File: config.mk
export PLATFORM = sky130hd
export DESIGN_NAME = udp_rx_parser
export DESIGN_NICKNAME = d
export VERILOG_FILES = /design/src/rtl/udp_rx_pkg.sv /design/src/rtl/udp_rx_parser_sat_cnt.sv /design/src/rtl/udp_rx_parser.sv
export SDC_FILE = /design/constraint.sdc
export NUM_CORES = 1
export LEC_CHECK = 0
export ABC_AREA = 1
export BUFFER_PORTS_ARGS = -buffer_cell sky130_fd_sc_hd__buf_2
export CORE_ASPECT_RATIO = 0.75
export CORE_UTILIZATION = 45
export DETAILED_ROUTE_END_ITERATION = 10
export PLACE_DENSITY = 0.69
export SYNTH_ARGS = -nofsm -noshare
export SYNTH_HDL_FRONTEND = slang
export SYNTH_SLANG_ARGS = --single-unit
File: constraint.sdc
create_clock -name clk -period 3.48 [get_ports clk]
set_input_delay 0.522 -clock clk [delete_from_list [all_inputs] [get_ports clk]]
set_output_delay 0.522 -clock clk [all_outputs]
set_load 0.02 [all_outputs]
File: src/rtl/udp_rx_pkg.sv
// Shared types and constants for the UDP receive parser.
package udp_rx_pkg;

    localparam logic [15:0] UDP_HDR_LEN = 16'd8;
    localparam logic [7:0]  IPPROTO_UDP = 8'd17;
    localparam int          CNT_W       = 16;

    typedef enum logic [1:0] {
        IDLE = 2'd0,
        HDR  = 2'd1,
        PAY  = 2'd2,
        SKIP = 2'd3
    } state_t;

    // Increment that sticks at all-ones instead of wrapping.
    function automatic logic [CNT_W-1:0] sat_inc(input logic [CNT_W-1:0] v);
        return (v == {CNT_W{1'b1}}) ? v : v + {{(CNT_W-1){1'b0}}, 1'b1};
    endfunction

endpackage

File: src/rtl/udp_rx_parser_sat_cnt.sv
// 16-bit saturating event counter used for the drop/error diagnostics.
module sat_cnt
    import udp_rx_pkg::*;
(
    input  logic             clk,
    input  logic             rst,
    input  logic             inc,
    output logic [CNT_W-1:0] count
);

    // Count one event per pulse, holding at full scale.
    always_ff @(posedge clk) begin
        if (rst) begin
            count <= {CNT_W{1'b0}};
        end else if (inc) begin
            count <= sat_inc(count);
        end
    end

endmodule

File: src/rtl/udp_rx_parser.sv
// UDP header parser: strips the 8-byte header from an IPv4 payload stream.
// Define UDP_LEN_CHECK_EN to trim the payload to the UDP length field.
module udp_rx_parser
    import udp_rx_pkg::*;
(
    input  logic             clk,
    input  logic             rst,
    input  logic [7:0]       ip_dout,
    input  logic             ip_sof,
    input  logic             ip_eof,
    input  logic             ip_valid,
    input  logic [7:0]       ip_protocol,
    input  logic [31:0]      ip_src_ip,
    input  logic [31:0]      ip_dst_ip,
    output logic [7:0]       s_udp_dout,
    output logic             s_udp_sof,
    output logic             s_udp_eof,
    output logic             s_udp_valid,
    output logic [15:0]      s_udp_src_port,
    output logic [15:0]      s_udp_dst_port,
    output logic [31:0]      s_udp_src_ip,
    output logic [31:0]      s_udp_dst_ip,
    output logic [15:0]      s_udp_len,
    output logic [CNT_W-1:0] drop_cnt,
    output logic [CNT_W-1:0] err_cnt
);

    state_t           state_r;
    logic [2:0]       hdr_idx_r;
    logic [15:0]      src_port_r;
    logic [15:0]      dst_port_r;
    logic [15:0]      len_r;
    logic [CNT_W-1:0] pay_cnt_r;
    logic             drop_inc_r;
    logic             err_inc_r;

    logic start_s;
    logic is_udp_s;

    assign start_s  = ip_valid & ip_sof;
    assign is_udp_s = (ip_protocol == IPPROTO_UDP);

`ifdef UDP_LEN_CHECK_EN
    logic [15:0] pay_lim_s;
    logic        pay_last_s;

    assign pay_lim_s  = len_r - UDP_HDR_LEN;
    assign pay_last_s = (sat_inc(pay_cnt_r) == pay_lim_s);
`endif

    // Parser FSM with registered stream and metadata outputs.
    always_ff @(posedge clk) begin
        if (rst) begin
            state_r        <= IDLE;
            hdr_idx_r      <= 3'd0;
            src_port_r     <= 16'h0000;
            dst_port_r     <= 16'h0000;
            len_r          <= 16'h0000;
            pay_cnt_r      <= {CNT_W{1'b0}};
            drop_inc_r     <= 1'b0;
            err_inc_r      <= 1'b0;
            s_udp_dout     <= 8'h00;
            s_udp_sof      <= 1'b0;
            s_udp_eof      <= 1'b0;
            s_udp_valid    <= 1'b0;
            s_udp_src_port <= 16'h0000;
            s_udp_dst_port <= 16'h0000;
            s_udp_src_ip   <= 32'h0000_0000;
            s_udp_dst_ip   <= 32'h0000_0000;
            s_udp_len      <= 16'h0000;
        end else begin
            s_udp_dout  <= 8'h00;
            s_udp_sof   <= 1'b0;
            s_udp_eof   <= 1'b0;
            s_udp_valid <= 1'b0;
            drop_inc_r  <= 1'b0;
            err_inc_r   <= 1'b0;

            if (start_s) begin
                // A new sof aborts whatever was in flight; an open frame gets a terminator byte.
                if (state_r == PAY) begin
                    err_inc_r <= 1'b1;
                    if (pay_cnt_r != {CNT_W{1'b0}}) begin
                        s_udp_valid <= 1'b1;
                        s_udp_eof   <= 1'b1;
                    end
                end
                hdr_idx_r        <= 3'd1;
                src_port_r[15:8] <= ip_dout;
                pay_cnt_r        <= {CNT_W{1'b0}};
                if (!is_udp_s) begin
                    drop_inc_r <= 1'b1;
                    state_r    <= ip_eof ? IDLE : SKIP;
                end else if (ip_eof) begin
                    drop_inc_r <= 1'b1;
                    state_r    <= IDLE;
                end else begin
                    state_r <= HDR;
                end
            end else if (ip_valid) begin
                case (state_r)
                    HDR: begin
                        case (hdr_idx_r)
                            3'd1:    src_port_r[7:0]  <= ip_dout;
                            3'd2:    dst_port_r[15:8] <= ip_dout;
                            3'd3:    dst_port_r[7:0]  <= ip_dout;
                            3'd4:    len_r[15:8]      <= ip_dout;
                            3'd5:    len_r[7:0]       <= ip_dout;
                            default: ;
                        endcase
                        hdr_idx_r <= hdr_idx_r + 3'd1;
                        if (ip_eof) begin
                            drop_inc_r <= 1'b1;
                            state_r    <= IDLE;
                        end else if (hdr_idx_r == 3'd7) begin
`ifdef UDP_LEN_CHECK_EN
                            if (len_r <= UDP_HDR_LEN) begin
                                drop_inc_r <= 1'b1;
                                state_r    <= SKIP;
                            end else begin
                                state_r <= PAY;
                            end
`else
                            state_r <= PAY;
`endif
                        end
                    end
                    PAY: begin
                        s_udp_valid <= 1'b1;
                        s_udp_dout  <= ip_dout;
                        s_udp_sof   <= (pay_cnt_r == {CNT_W{1'b0}});
                        // Saturation keeps a huge payload from ever looking like a first byte again.
                        pay_cnt_r   <= sat_inc(pay_cnt_r);
                        if (pay_cnt_r == {CNT_W{1'b0}}) begin
                            s_udp_src_port <= src_port_r;
                            s_udp_dst_port <= dst_port_r;
                            s_udp_len      <= len_r;
                            s_udp_src_ip   <= ip_src_ip;
                            s_udp_dst_ip   <= ip_dst_ip;
                        end
`ifdef UDP_LEN_CHECK_EN
                        if (pay_last_s) begin
                            s_udp_eof <= 1'b1;
                            state_r   <= ip_eof ? IDLE : SKIP;
                        end else if (ip_eof) begin
                            s_udp_eof <= 1'b1;
                            err_inc_r <= 1'b1;
                            state_r   <= IDLE;
                        end
`else
                        if (ip_eof) begin
                            s_udp_eof <= 1'b1;
                            state_r   <= IDLE;
                        end
`endif
                    end
                    SKIP: begin
                        if (ip_eof) begin
                            state_r <= IDLE;
                        end
                    end
                    default: state_r <= IDLE;
                endcase
            end
        end
    end

    sat_cnt u_drop_cnt (
        .clk   (clk),
        .rst   (rst),
        .inc   (drop_inc_r),
        .count (drop_cnt)
    );

    sat_cnt u_err_cnt (
        .clk   (clk),
        .rst   (rst),
        .inc   (err_inc_r),
        .count (err_cnt)
    );

endmodule

After elaboration in Yosys (flattened, before gate mapping)
Index checks and enable logic that the tools add are counted.
Cells by class
  add/subtract/negate cells: 4
  eq/ne operators: 15
  muxes and demuxes: 25
  bitwise operators: 7
  reduce and logical (&&, ||, !) cells: 20
Operator list (count)
  $add 16x1->16 const B: 3
  $eq 16x16->1 const B: 3
  $reduce_and 4->1: 6
  $mux 1: 17
  $logic_not 16->1: 1
  $reduce_bool 16->1: 1
  $mux 2: 7
  $eq 3x3->1 const B: 3
  $eq 8x5->1 const B: 1
  $reduce_and 2->1: 4
  $eq 3x2->1 const B: 2
  $not 1->1: 6
  $reduce_and 3->1: 2
  $reduce_or 2->1: 3
  $eq 2x2->1 const B: 2
  $ne 4x4->1 const B: 1
  $pmux 2 s2: 1
  $reduce_bool 2->1: 2
  $reduce_or 4->1: 1
  $add 3x1->3 const B: 1
  $eq 3x1->1 const B: 1
  $ne 3x1->1 const B: 1
  $eq 2x1->1 const B: 1
  $and 1x1->1: 1
Word-level totals
  register bits after elaboration: 226
  output and inout bits: 155

Longest topological paths before layout
Gate-level depths: netlist of the first run.
  depth after elaboration: 6
  mapped depth: 10
  mapped depth without buffers: 10

Hierarchy
From an unflattened synthesis of the first run, not the netlist that was laid out.
Unflattened totals
  cell total of the unflattened synthesis: 1451
  area total of the unflattened synthesis: 9863.2 um^2
Modules (own cells, without submodules)
  udp_rx_parser: times used 1, cells each 1155, area each 7883.8 um^2
  sat_cnt: times used 2, cells each 148, area each 989.7 um^2

Worst setup path before layout of the first run
No wires, ideal clock.
  kind: register -> register
  start: reg u_drop_cnt.count[0]
  end: reg u_drop_cnt.count[9]
  setup time: 0.115 ns
  data arrival time: 1.502 ns
  path slack: 1.863 ns
  stages on the path, launching flop included: 10
  buffers on the path: 1
  cell sequence: dfxtp_1 > ha_1 > nand2_1 > nor2_1 > nand2_1 > inv_1 > nand3_1 > buf_2 > a21oi_1 > nor2_1
Between the ends
  word-level cells in the longest chain between the ends: 3
Ends and longest elaborated chain
  start, declared: line udp_rx_parser_sat_cnt.sv:8  | output logic [CNT_W-1:0] count
  start signal, assigned: line udp_rx_parser_sat_cnt.sv:14  | count <= {CNT_W{1'b0}};
  start signal, assigned: line udp_rx_parser_sat_cnt.sv:16  | count <= sat_inc(count);
  branches (longest 3 deep; another with $add 16x1->16)
Several ways; the timed one is not identified.
A chain may end at the register's enable or synchronous reset.

Final worst setup path of the first run
  start: reg pay_cnt_r[0]
  end: reg s_udp_src_ip[2]
Between the ends
  word-level cells in the longest chain between the ends: 2
Ends and longest elaborated chain
  start, declared: line udp_rx_parser.sv:33  | logic [CNT_W-1:0] pay_cnt_r;
  start signal, assigned: line udp_rx_parser.sv:59  | pay_cnt_r <= {CNT_W{1'b0}};
  start signal, assigned: line udp_rx_parser.sv:90  | pay_cnt_r <= {CNT_W{1'b0}};
  start signal, assigned: line udp_rx_parser.sv:133  | pay_cnt_r <= sat_inc(pay_cnt_r);
  $logic_not 16->1: line udp_rx_parser.sv:134  | if (pay_cnt_r == {CNT_W{1'b0}}) begin
  $reduce_and 4->1 (no line)
  end signal, assigned: line udp_rx_parser.sv:138  | s_udp_src_ip <= ip_src_ip;
  end, declared: line udp_rx_parser.sv:21  | output logic [31:0] s_udp_src_ip,
No other way between the ends.

==> results of run 1 <==
through the flow:
stage	power, mW	setup WS (ns)	cell area, um2	std cells	hold WS [ns]
final	5.50	1.37	11700	1951	0.234
after global routing	5.72	1.14	11700	1951	0.225
after CTS	5.56	1.37	11700	1951	0.216
after detailed placement	3.10	0.966	11000	1911	0.438
after global placement	3.10	1.10	11000	1911	0.434
after floorplan	2.96	1.86	9610	1438	0.424
synthesized netlist by cell type (2+ instances only):
cell type,instances,area share (%)
a21oi_1,80,4.2
nand4_1,9,0.59
and2_1,2,0.13
nor2_2,6,0.39
buf_6,5,0.59
nor3_2,2,0.21
nor2_4,2,0.23
buf_2,18,0.94
nand2_1,383,15
nand3b_1,2,0.16
nor2_1,352,14
a31oi_1,2,0.13
clkbuf_1,31,1.2
nand3_1,43,2.2
ha_1,10,1.3
inv_1,179,7.0
nor3_1,8,0.42
xor2_1,9,0.82
clkinv_1,2,0.078
buf_4,2,0.16
dfxtp_1,226,47
inv_2,5,0.20
o21ai_0,56,2.9
registers in the layout, summed over array words and instances, names as in the netlist:
name,flops
s_udp_dst_ip,32
s_udp_src_ip,32
dst_port_r,16
len_r,16
pay_cnt_r,16
s_udp_dst_port,16
s_udp_len,16
s_udp_src_port,16
src_port_r,16
u_drop_cnt.count,16
u_err_cnt.count,16
s_udp_dout,8
hdr_idx_r,3
state_r,2
drop_inc_r,1
err_inc_r,1
s_udp_eof,1
s_udp_sof,1
s_udp_valid,1
cell type report:
type,instances,share of cell area [%]
sequential,226,38.6
multi-input combinational,970,35.1
timing repair buffer,247,11.0
inverter,186,5.97
clock buffer,34,5.60
tap,282,3.01
clock inverter,6,0.736
per-layer routing:
layer | up-vias | routed length (um) | part of all wire, %
met5 | - | 0 | 0
met4 | 0 | 319 | 1.3
met3 | 23 | 1370 | 5.7
met2 | 234 | 10500 | 44
met1 | 3993 | 11800 | 49
li1 | 4776 | - | -
cells by family (layout without fill, tap and decap cells):
family	after synthesis	after routing	synth area share [%]
compound gates	139	139	7.29
fa+ha+maj	10	10	1.30
flops	226	226	47.1
xor+xnor	9	9	0.821
buf+inv	242	473	10.2
simple gates	812	812	33.3
cells in the final DEF, fill, tap and decap left out:
| cell | n |
|---|---|
| nor3b_1 | 1 |
| inv_2 | 5 |
| a21oi_1 | 80 |
| clkinvlp_4 | 1 |
| xor2_1 | 9 |
| and2_1 | 2 |
| nand3_4 | 1 |
| nor2_4 | 2 |
| nor2_1 | 352 |
| clkbuf_16 | 23 |
| inv_1 | 178 |
| buf_2 | 239 |
| o21ai_0 | 56 |
| nand3b_1 | 2 |
| inv_4 | 1 |
| nand3_1 | 43 |
| and3_1 | 1 |
| nand4_1 | 9 |
| clkbuf_1 | 7 |
| inv_6 | 1 |
| a211oi_1 | 1 |
| bufinv_16 | 2 |
| clkinv_2 | 2 |
| buf_12 | 3 |
| dfxtp_1 | 226 |
| buf_4 | 5 |
| nor2_2 | 6 |
| nor3_2 | 2 |
| nor3_1 | 8 |
| clkinv_1 | 2 |
| a31oi_1 | 2 |
| nand2_1 | 383 |
| ha_1 | 10 |
| clkbuf_8 | 4 |
worst register-to-register path: cells and delay by family (launching register included):
family	cells	cell delay, ns
simple gates	6	1.03
fa+ha+maj	1	0.14
flops	1	0.33
buf+inv	2	0.55
power by group:
part	switching (mW)	leakage [nW]	internal [mW]
combinational	0.248	4.04	0.126
clock	1.01	0.361	1.45
sequential	0.0299	1.83	2.64
worst min path at each step:
stage | start | endpoint | slack (ns)
final | ip_src_ip[19] | s_udp_src_ip[19]$_SDFFE_PP0P_ | 0.23
after global routing | ip_dst_ip[20] | s_udp_dst_ip[20]$_SDFFE_PP0P_ | 0.23
after CTS | ip_src_ip[0] | s_udp_src_ip[0]$_SDFFE_PP0P_ | 0.22
after detailed placement | src_port_r[6]$_SDFFE_PP0P_ | src_port_r[6]$_SDFFE_PP0P_ | 0.44
after global placement | src_port_r[4]$_SDFFE_PP0P_ | src_port_r[4]$_SDFFE_PP0P_ | 0.43
after floorplan | src_port_r[0]$_SDFFE_PP0P_ | src_port_r[0]$_SDFFE_PP0P_ | 0.42
==> flow_summary.toml, run 1 <==
[sta]
clock.fmax_mhz = 474
fin_crit_sh_pct = 60.7
finalHoldViolCount = 0
post-route-min-period_ns = 2.11
finalClockSkew_ns = 0.00971
max_slew_margin_pct = 29.7
setup_viol = 0
tns_ns = 0
maxSlewViolCount = 0
rsz0062_at_grt = "false"
tightest_slew_ns = 1.05

[worst_setup_path]
worst-path-stages = 9
arrival_ns = 2.55
slowest_stage = "buf_4"
timing.critical_path.to = "s_udp_src_ip[2]$_SDFFE_PP0P_"
regToRegSetupSlack_ns = 1.37
reg2reg_to = "s_udp_src_ip[2]$_SDFFE_PP0P_"
crit_chain = "inv_1 > ha_1 > nand2_1 > nor2_1 > nand3_4 > buf_4 > nand2_1 > nand2_1 > nor2_1"
crit_required_ns = 3.92
crit_path_end_kind = "flop"
cp_max_fo = 59
cp-start-kind = "flop"
path_delay_family = "simple AND/OR/NAND/NOR gates"
path_class = "reg -> reg"
max_stage_delay_ns = 0.46
r2r_cells = 9
crit_buf_inv = 2
cpMostUsedCell = "nand2_1"
startpoint = "pay_cnt_r[0]$_SDFFE_PP0P_"
r2r-start = "pay_cnt_r[0]$_SDFFE_PP0P_"

[global_routing]
grt_pass1_vias = 7854
antenna_found_initial = 0
use_met2_pct = 33.7
overflow = 0
use_met3_pct = 3.69
grtUsageTotal_pct = 21.5
grt-busiest-layer = "met2"
grt_use_met1_pct = 31.1
grt_pass1_wl_um = 38600
grt_max_degree = 80

[placement]
io_buffer_count = 239
finalWeightedCongestion = 0.888
hpwl_um = 16700

[synthesis]
netlist_area_um2 = 9610
synth.distinct_cells = 27
yosysSeqAreaShare_pct = 47.1
synth-edff-count = 0
avgSynthCellArea_um2 = 6.68
synth_warnings = 0
synth.ff_latch_count = 226
netlist_instances = 1438
syn_nets = 1533
synthFlopType = "dfxtp_1"
async_flop_share_pct = 0

[drt]
vias_per_cell = 4.63
drc_errors = 0
routed_wl_um = 24000
wl_per_cell_um = 12.3
ant_nets = 0
drtIter0Drc = 645
dr.pass1.iters = 5
num_vias = 9026

[floorplanning]
ioPinCount = 240
die_w_um = 171
die_y_um = 129
die_area_um2 = 21900
core.rowCount = 45
core_um2 = 20600
start_util_pct = 46.7

[job]
cap_viol_max_count = 0

[finish]
post-route-util_pct = 57.1
regArea_um2 = 4520
insertedDiodeCount = 0
nets = 1749
drive_gt1_share_pct = 17.8
areaGrowthSynthToFinish_pct = 22.1
multi_input_area_um2 = 4110
fillers = 1994

[pwr]
power_density_nw_per_um2 = 469
p_leak_nw = 6.22
ir_drop_mv = 0.357

[min_path]
hold_path.class = "in -> reg"
holdPathStages = 3

[clock_network]
cts_buffer_depth = 3
postCtsHoldBufs = 0
cts_tree = "yes"
postCtsSetupBuffers = 0
cts_made_buffers = 23
cts_root_buffer = "clkbuf_16"
clkLatencyLatePin_ns = 0.51
clkSlewWorstSetupHoldPaths_ns = 0.06
cts_resized = 0
htreeDepth = 1
cts_num_sinks = 226

[status]
status = "finished clean"
Note: power is estimated with default switching activity, not from simulation.
==> run 2, diff against run 1 <==
ABC_AREA = 0   (was 1)
PLACE_DENSITY = 0.72   (was 0.69)
clock period = 1.8 ns   (was 3.48 ns; I/O delays follow)
==> run 2 against run 1 <==
Against the previous run:
- non-clock buffer count grew 78
- combinational power rose by 76%
- cell count shrank 17%
- routed wire length up 9.9%
- global-route usage up 1.9 points
- core utilization rose by 3.2 points
- via count rose by 0.65%
- sequential power is 90% higher
- flip-flop and latch count stayed put
- first-iteration DRC count is 22% higher
- clock skew rose by 0.0069 ns
==> flow_summary.toml, run 2 <==
[clock_network]
cts_buffer_depth = 3
clkSlewWorstSetupHoldPaths_ns = 0.06
clkLatencyLatePin_ns = 0.51
htreeDepth = 1
cts_root_buffer = "clkbuf_16"
cts_made_buffers = 23
cts_num_sinks = 226
cts_tree = "yes"

[min_path]
hold_path.class = "in -> reg"
hp-start = "ip_src_ip[2]"

[pwr]
switchingPower_mw = 2.30
p_int_mw = 8.06
sequentialPowerShare_pct = 49.0
switching_share_pct = 22.2
power.share.combinational_pct = 6.4
clockPowerShare_pct = 44.7
power_density_nw_per_um2 = 848
ir_drop_mv = 0.619
power_mw = 10.4
p_leak_nw = 5.17

[sta]
finalHoldViolCount = 0
tightest_slew_ns = 0.574
max_slew_margin_pct = 61.7
setup_viol = 0
clock.fmax_mhz = 574
maxSlewViolCount = 0
rsz0062_at_grt = "true"
post-route-min-period_ns = 1.74
finalClockSkew_ns = 0.0166
fin_crit_sh_pct = 96.7

[worst_setup_path]
cp-start-kind = "flop"
cp_max_fo = 6
path_delay_family = "simple AND/OR/NAND/NOR gates"
startpoint = "u_err_cnt.count[0]$_SDFFE_PP0P_"
crit_buf_inv = 1
arrival_ns = 2.13
crit_required_ns = 2.19
max_stage_delay_ns = 0.38
slowest_stage = "dfxtp_4"
crit_path_end_kind = "flop"
path_class = "reg -> reg"
crit_chain = "ha_2 > buf_4 > and4_4 > nand4_1 > nor3_2 > mux2_2"
r2r-start = "u_err_cnt.count[0]$_SDFFE_PP0P_"

[synthesis]
synthFlopType = "dfxtp_1"
synth_warnings = 0
avgSynthCellArea_um2 = 8.63
async_flop_share_pct = 0
synth_most_common_cell = "dfxtp_1"
syn_nets = 1176
synth_common_cells = "dfxtp_1 (226), a21oi_1 (167), nand3_1 (143)"
netlist.area_leader.share_pct = 48.5
synth.ff_latch_count = 226
netlist_area_um2 = 9330
synth-edff-count = 0
synth.distinct_cells = 55
netlist_top_cells_area = "dfxtp_1 (49%), a21oi_1 (9.0%), nand3_1 (7.7%)"
yosysSeqAreaShare_pct = 48.5
netlist_instances = 1081
yosys.area.top_type = "dfxtp_1"

[placement]
dpl_cell_area_um2 = 11200
io_buffer_count = 239
finalWeightedCongestion = 0.875
placed_cells = 1561
hpwl_um = 16900

[finish]
reg_top3 = "s_udp_dst_ip (32), s_udp_src_ip (32)"
fin_area_um2 = 12200
insertedDiodeCount = 0
final_common_cell = "buf_2"
fillers = 1777
fin_cells = 1613
post-route-util_pct = 60.3
final_cell_mix = "buf_2 (238), dfxtp_1 (222), a21oi_1 (164), nand3_1 (143), o21ai_1 (80)"
drive_gt1_share_pct = 29.3
areaGrowthSynthToFinish_pct = 31.1
nets = 1438

[drt]
wl_per_cell_um = 16.3
vias_per_cell = 5.63
drc_errors = 0
dr.pass1.iters = 5
ant_nets = 0
routed_wl_um = 26300
drtIter0Drc = 790
num_vias = 9085

[status]
status = "finished clean"

[global_routing]
grt_max_degree = 100
grtUsageTotal_pct = 23.5
overflow = 0
grt_pass1_wl_um = 41300
grt_pass1_vias = 8050
antenna_found_initial = 0

[floorplanning]
start_util_pct = 46.0
core_um2 = 20300
die_y_um = 127
core.rowCount = 45
die_w_um = 168
die_area_um2 = 21300
ioPinCount = 240

[job]
cap_viol_max_count = 0
run 2: cell types whose count changed in the layout (fill, tap and decap cells not counted), sizes merged, moves of 14 or more:
cell / delta
mux2i: +35
nand2: -339
nor2: -303
nand3: +100
inv: -174
buf: +66
o21ai: +71
nor2b: +14
a21oi: +87
run 2: stage by stage:
step                TNS [ns]  hold slack (ns)  setup WS, ns
floorplan                  0            0.392        0.0128
global placement           0            0.442        0.0309
detailed placement   -0.0166            0.449       -0.0166
CTS                        0        0.0000983        0.0121
global route          -0.573          0.00932       -0.0394
finish                     0           0.0132        0.0586
run 2: cell type report:
| class | count | area, um2 | share of cell area (%) |
|---|---|---|---|
| sequential | 226 | 4530 | 37.1 |
| tap | 258 | 323 | 2.64 |
| clock buffer | 36 | 694 | 5.68 |
| inverter | 11 | 41.3 | 0.338 |
| multi-input combinational | 756 | 4490 | 36.7 |
| timing repair buffer | 325 | 2120 | 17.3 |
| clock inverter | 1 | 30.0 | 0.246 |
run 2: final timing paths:
| check | endpoint | slack, ns | depth (start not counted) |
|---|---|---|---|
| min | s_udp_src_ip[2]$_SDFFE_PP0P_ | 0.01 | 3 |
| min reg2reg | src_port_r[12]$_SDFFE_PP0P_ | 0.46 | 2 |
| max reg2reg | u_err_cnt.count[14]$_SDFFE_PP0P_ | 0.06 | 6 |
| max | u_err_cnt.count[14]$_SDFFE_PP0P_ | 0.06 | 6 |
run 2: routing by layer:
metal	vias up	share of wire [%]	global-route usage [%]
met3	32	7.7	5.65
met1	4286	47	33.0
met4	0	1.3	5.88
li1	4451	-	-
met2	316	44	36.1
met5	-	0	0
run 2: logic make-up after synthesis:
group | after synthesis | share of synthesized area (%)
and+or+nand+nor | 369 | 21.2
AOI/OAI and AO/OA | 331 | 18.8
adders and majority gates | 10 | 1.34
muxes | 46 | 5.08
DFF | 226 | 48.5
buffers and inverters | 99 | 5.00
run 2: power groups by stage:
| stage | clock network, mW | registers [mW] | logic, mW |
|---|---|---|---|
| finish | 4.63 | 5.08 | 0.659 |
| global route | 4.96 | 5.08 | 0.709 |
| CTS | 4.74 | 5.08 | 0.629 |
| detailed placement | 0 | 5.19 | 0.596 |
| global placement | 0 | 5.19 | 0.591 |
| floorplan | 0 | 5.23 | 0.275 |
run 2: what timing repair did:
item                                   4_1_cts  5_1_grt
gates resized for setup                      2      126
setup endpoints to repair                    9      122
cloned                                       1        1
pin swaps                                    1        5
endpoints found under the hold margin       11        0
hold buffers                                11        0
setup buffers                                1        1
run 2: worst min-delay path, delay by kind of cell:
family          cells  cell delay (ns)
compound gates      1             0.05
buf+inv             1             0.10
simple gates        1             0.05
==> run 3, diff against run 2 <==
CORE_ASPECT_RATIO = 0.6   (was 0.75)
==> run 3 against run 2 <==
Against the previous run:
- die area barely moved
- cell count rose by 1.1%
- clock skew fell by 0.0048 ns
- clock-buffer cell count fell by 6
- combinational power rose by 2%
- sequential share of layout area fell by 0.15 points
- core utilization rose by 0.47 points
- non-clock buffer count did not move
- flip-flop and latch count did not move
- setup slack got worse by 0.0066 ns
- critical path depth rose by 2
- maximum frequency fell by 0.38%
- largest power group unchanged
==> flow_summary.toml, run 3 (synthesis gave the netlist of run 2 again) <==
[sta]
tightest_slew_ns = 0.572
fin_ws_ns = 0.0520
fin_crit_sh_pct = 97.1
finalHoldViolCount = 0
maxSlewViolCount = 0
rsz0062_at_grt = "true"
max_slew_margin_pct = 61.8
finalClockSkew_ns = 0.0118
post-route-min-period_ns = 1.75
clock.fmax_mhz = 572
setup_viol = 0

[drt]
routed_wl_um = 27200
vias_per_cell = 5.60
drtIter0Drc = 610
wl_per_cell_um = 16.7
ant_nets = 0
drc_errors = 0
dr.pass1.iters = 5
num_vias = 9123

[worst_setup_path]
r2r-start = "pay_cnt_r[0]$_SDFFE_PP0P_"
r2r_cells = 8
arrival_ns = 2.12
cp_max_fo = 37
crit_path_end_kind = "flop"
cp-start-kind = "flop"
reg2reg_to = "s_udp_dst_port[4]$_SDFFE_PP0P_"
timing.critical_path.to = "s_udp_dst_port[4]$_SDFFE_PP0P_"
path_class = "reg -> reg"
regToRegSetupSlack_ns = 0.05
crit_required_ns = 2.17
startpoint = "pay_cnt_r[0]$_SDFFE_PP0P_"

[placement]
dpl_cell_area_um2 = 11100
hpwl_um = 17500
io_buffer_count = 239
pre_cts_ws_ns = -0.0610
finalWeightedCongestion = 0.882

[global_routing]
grtUsageTotal_pct = 23.9
overflow = 0
grt_pass1_vias = 8098
antenna_found_initial = 0
grt_max_degree = 125
grt_pass1_wl_um = 42100

[finish]
reg_top3 = "s_udp_dst_ip (32), s_udp_src_ip (32)"
insertedDiodeCount = 0
post-route-util_pct = 60.8
nets = 1437
final_common_cell = "buf_2"
final_cell_mix = "buf_2 (238), dfxtp_1 (224), a21oi_1 (166), nand3_1 (142), o21ai_0 (83)"
drive_gt1_share_pct = 28.2
fin_area_um2 = 12300
areaGrowthSynthToFinish_pct = 31.4

[clock_network]
cts_root_buffer = "clkbuf_16"
htreeDepth = 1
clkSlewWorstSetupHoldPaths_ns = 0.06
cts_num_sinks = 226
cts_buffer_depth = 3
cts_tree = "yes"
cts_made_buffers = 22
clkLatencyLatePin_ns = 0.51

[floorplanning]
ioPinCount = 240
die_area_um2 = 21300
core_um2 = 20200
core.rowCount = 40
start_util_pct = 46.2
die_y_um = 114
die_w_um = 188

[min_path]
hold_path.class = "in -> reg"

[pwr]
p_leak_nw = 5.20
power_density_nw_per_um2 = 882
ir_drop_mv = 0.600

[job]
cap_viol_max_count = 0

[status]
status = "finished clean"
-- run 3: what timing repair did --
action,in CTS,in global routing
hold buffers,14,0
gates cloned,1,2
buffers inserted,1,6
gates resized for setup,11,54
pin swaps,1,2
hold endpoints to repair,14,0
setup endpoints to repair,53,73
-- run 3: worst max-delay path, cell delays in order, from the launching register on --
cell	delay, ns
dfxtp_1	0.33
inv_1	0.08
ha_1	0.15
nor4b_4	0.23
nand4_1	0.13
buf_4	0.20
buf_12	0.17
o21ai_0	0.22
a21oi_1	0.09
-- run 3: metal layers --
layer | up-vias | routed length, um | track usage [%]
met5 | - | 0 | 0
met4 | 0 | 358 | 4.93
met3 | 31 | 2350 | 5.17
met2 | 340 | 11400 | 35.2
met1 | 4317 | 13100 | 35.7
li1 | 4435 | - | -
-- run 3: cell type report --
type	instances	area (um2)
inverters	11	41.3
fillers	1762	7910
clock buffers	30	642
flip-flops and latches	226	4530
multi-input cells	756	4420
repair buffers	325	2130
clock inverters	9	153
well taps	273	342
-- run 3: how the worst min path moves through the flow --
stage                                               end  cells past startpoint                         from  slack, ns
after floorplan                s_udp_dout[0]$_SDFF_PP0_                      1                   ip_dout[0]       0.39
after detailed placement    src_port_r[13]$_SDFFE_PP0P_                      2  src_port_r[13]$_SDFFE_PP0P_       0.45
after global placement      src_port_r[12]$_SDFFE_PP0P_                      2  src_port_r[12]$_SDFFE_PP0P_       0.44
final                      s_udp_src_ip[1]$_SDFFE_PP0P_                      3                 ip_src_ip[1]       0.01
after CTS                 s_udp_src_ip[11]$_SDFFE_PP0P_                      3                ip_src_ip[11]     0.0001
after global routing      s_udp_src_ip[28]$_SDFFE_PP0P_                      3                ip_src_ip[28]      0.006
-- run 3: power by group --
group,internal (mW),total (mW),switching [mW]
combinational,0.264,0.670,0.406
sequential,5.05,5.08,0.0296
clock,3.08,5.07,1.99
-- run 3: through the flow --
| step | power [mW] | hold slack (ns) | setup TNS, ns | std cells |
|---|---|---|---|---|
| 3_3_place_gp | 5.78 | 0.443 | 0 | 1567 |
| 6_report | 10.8 | 0.0148 | 0 | 1630 |
| 5_1_grt | 11.2 | 0.00631 | -0.171 | 1630 |
| 4_1_cts | 10.9 | 0.0000970 | 0 | 1622 |
| 2_1_floorplan | 5.50 | 0.392 | 0 | 1081 |
| 3_5_place_dp | 5.79 | 0.449 | -0.352 | 1567 |
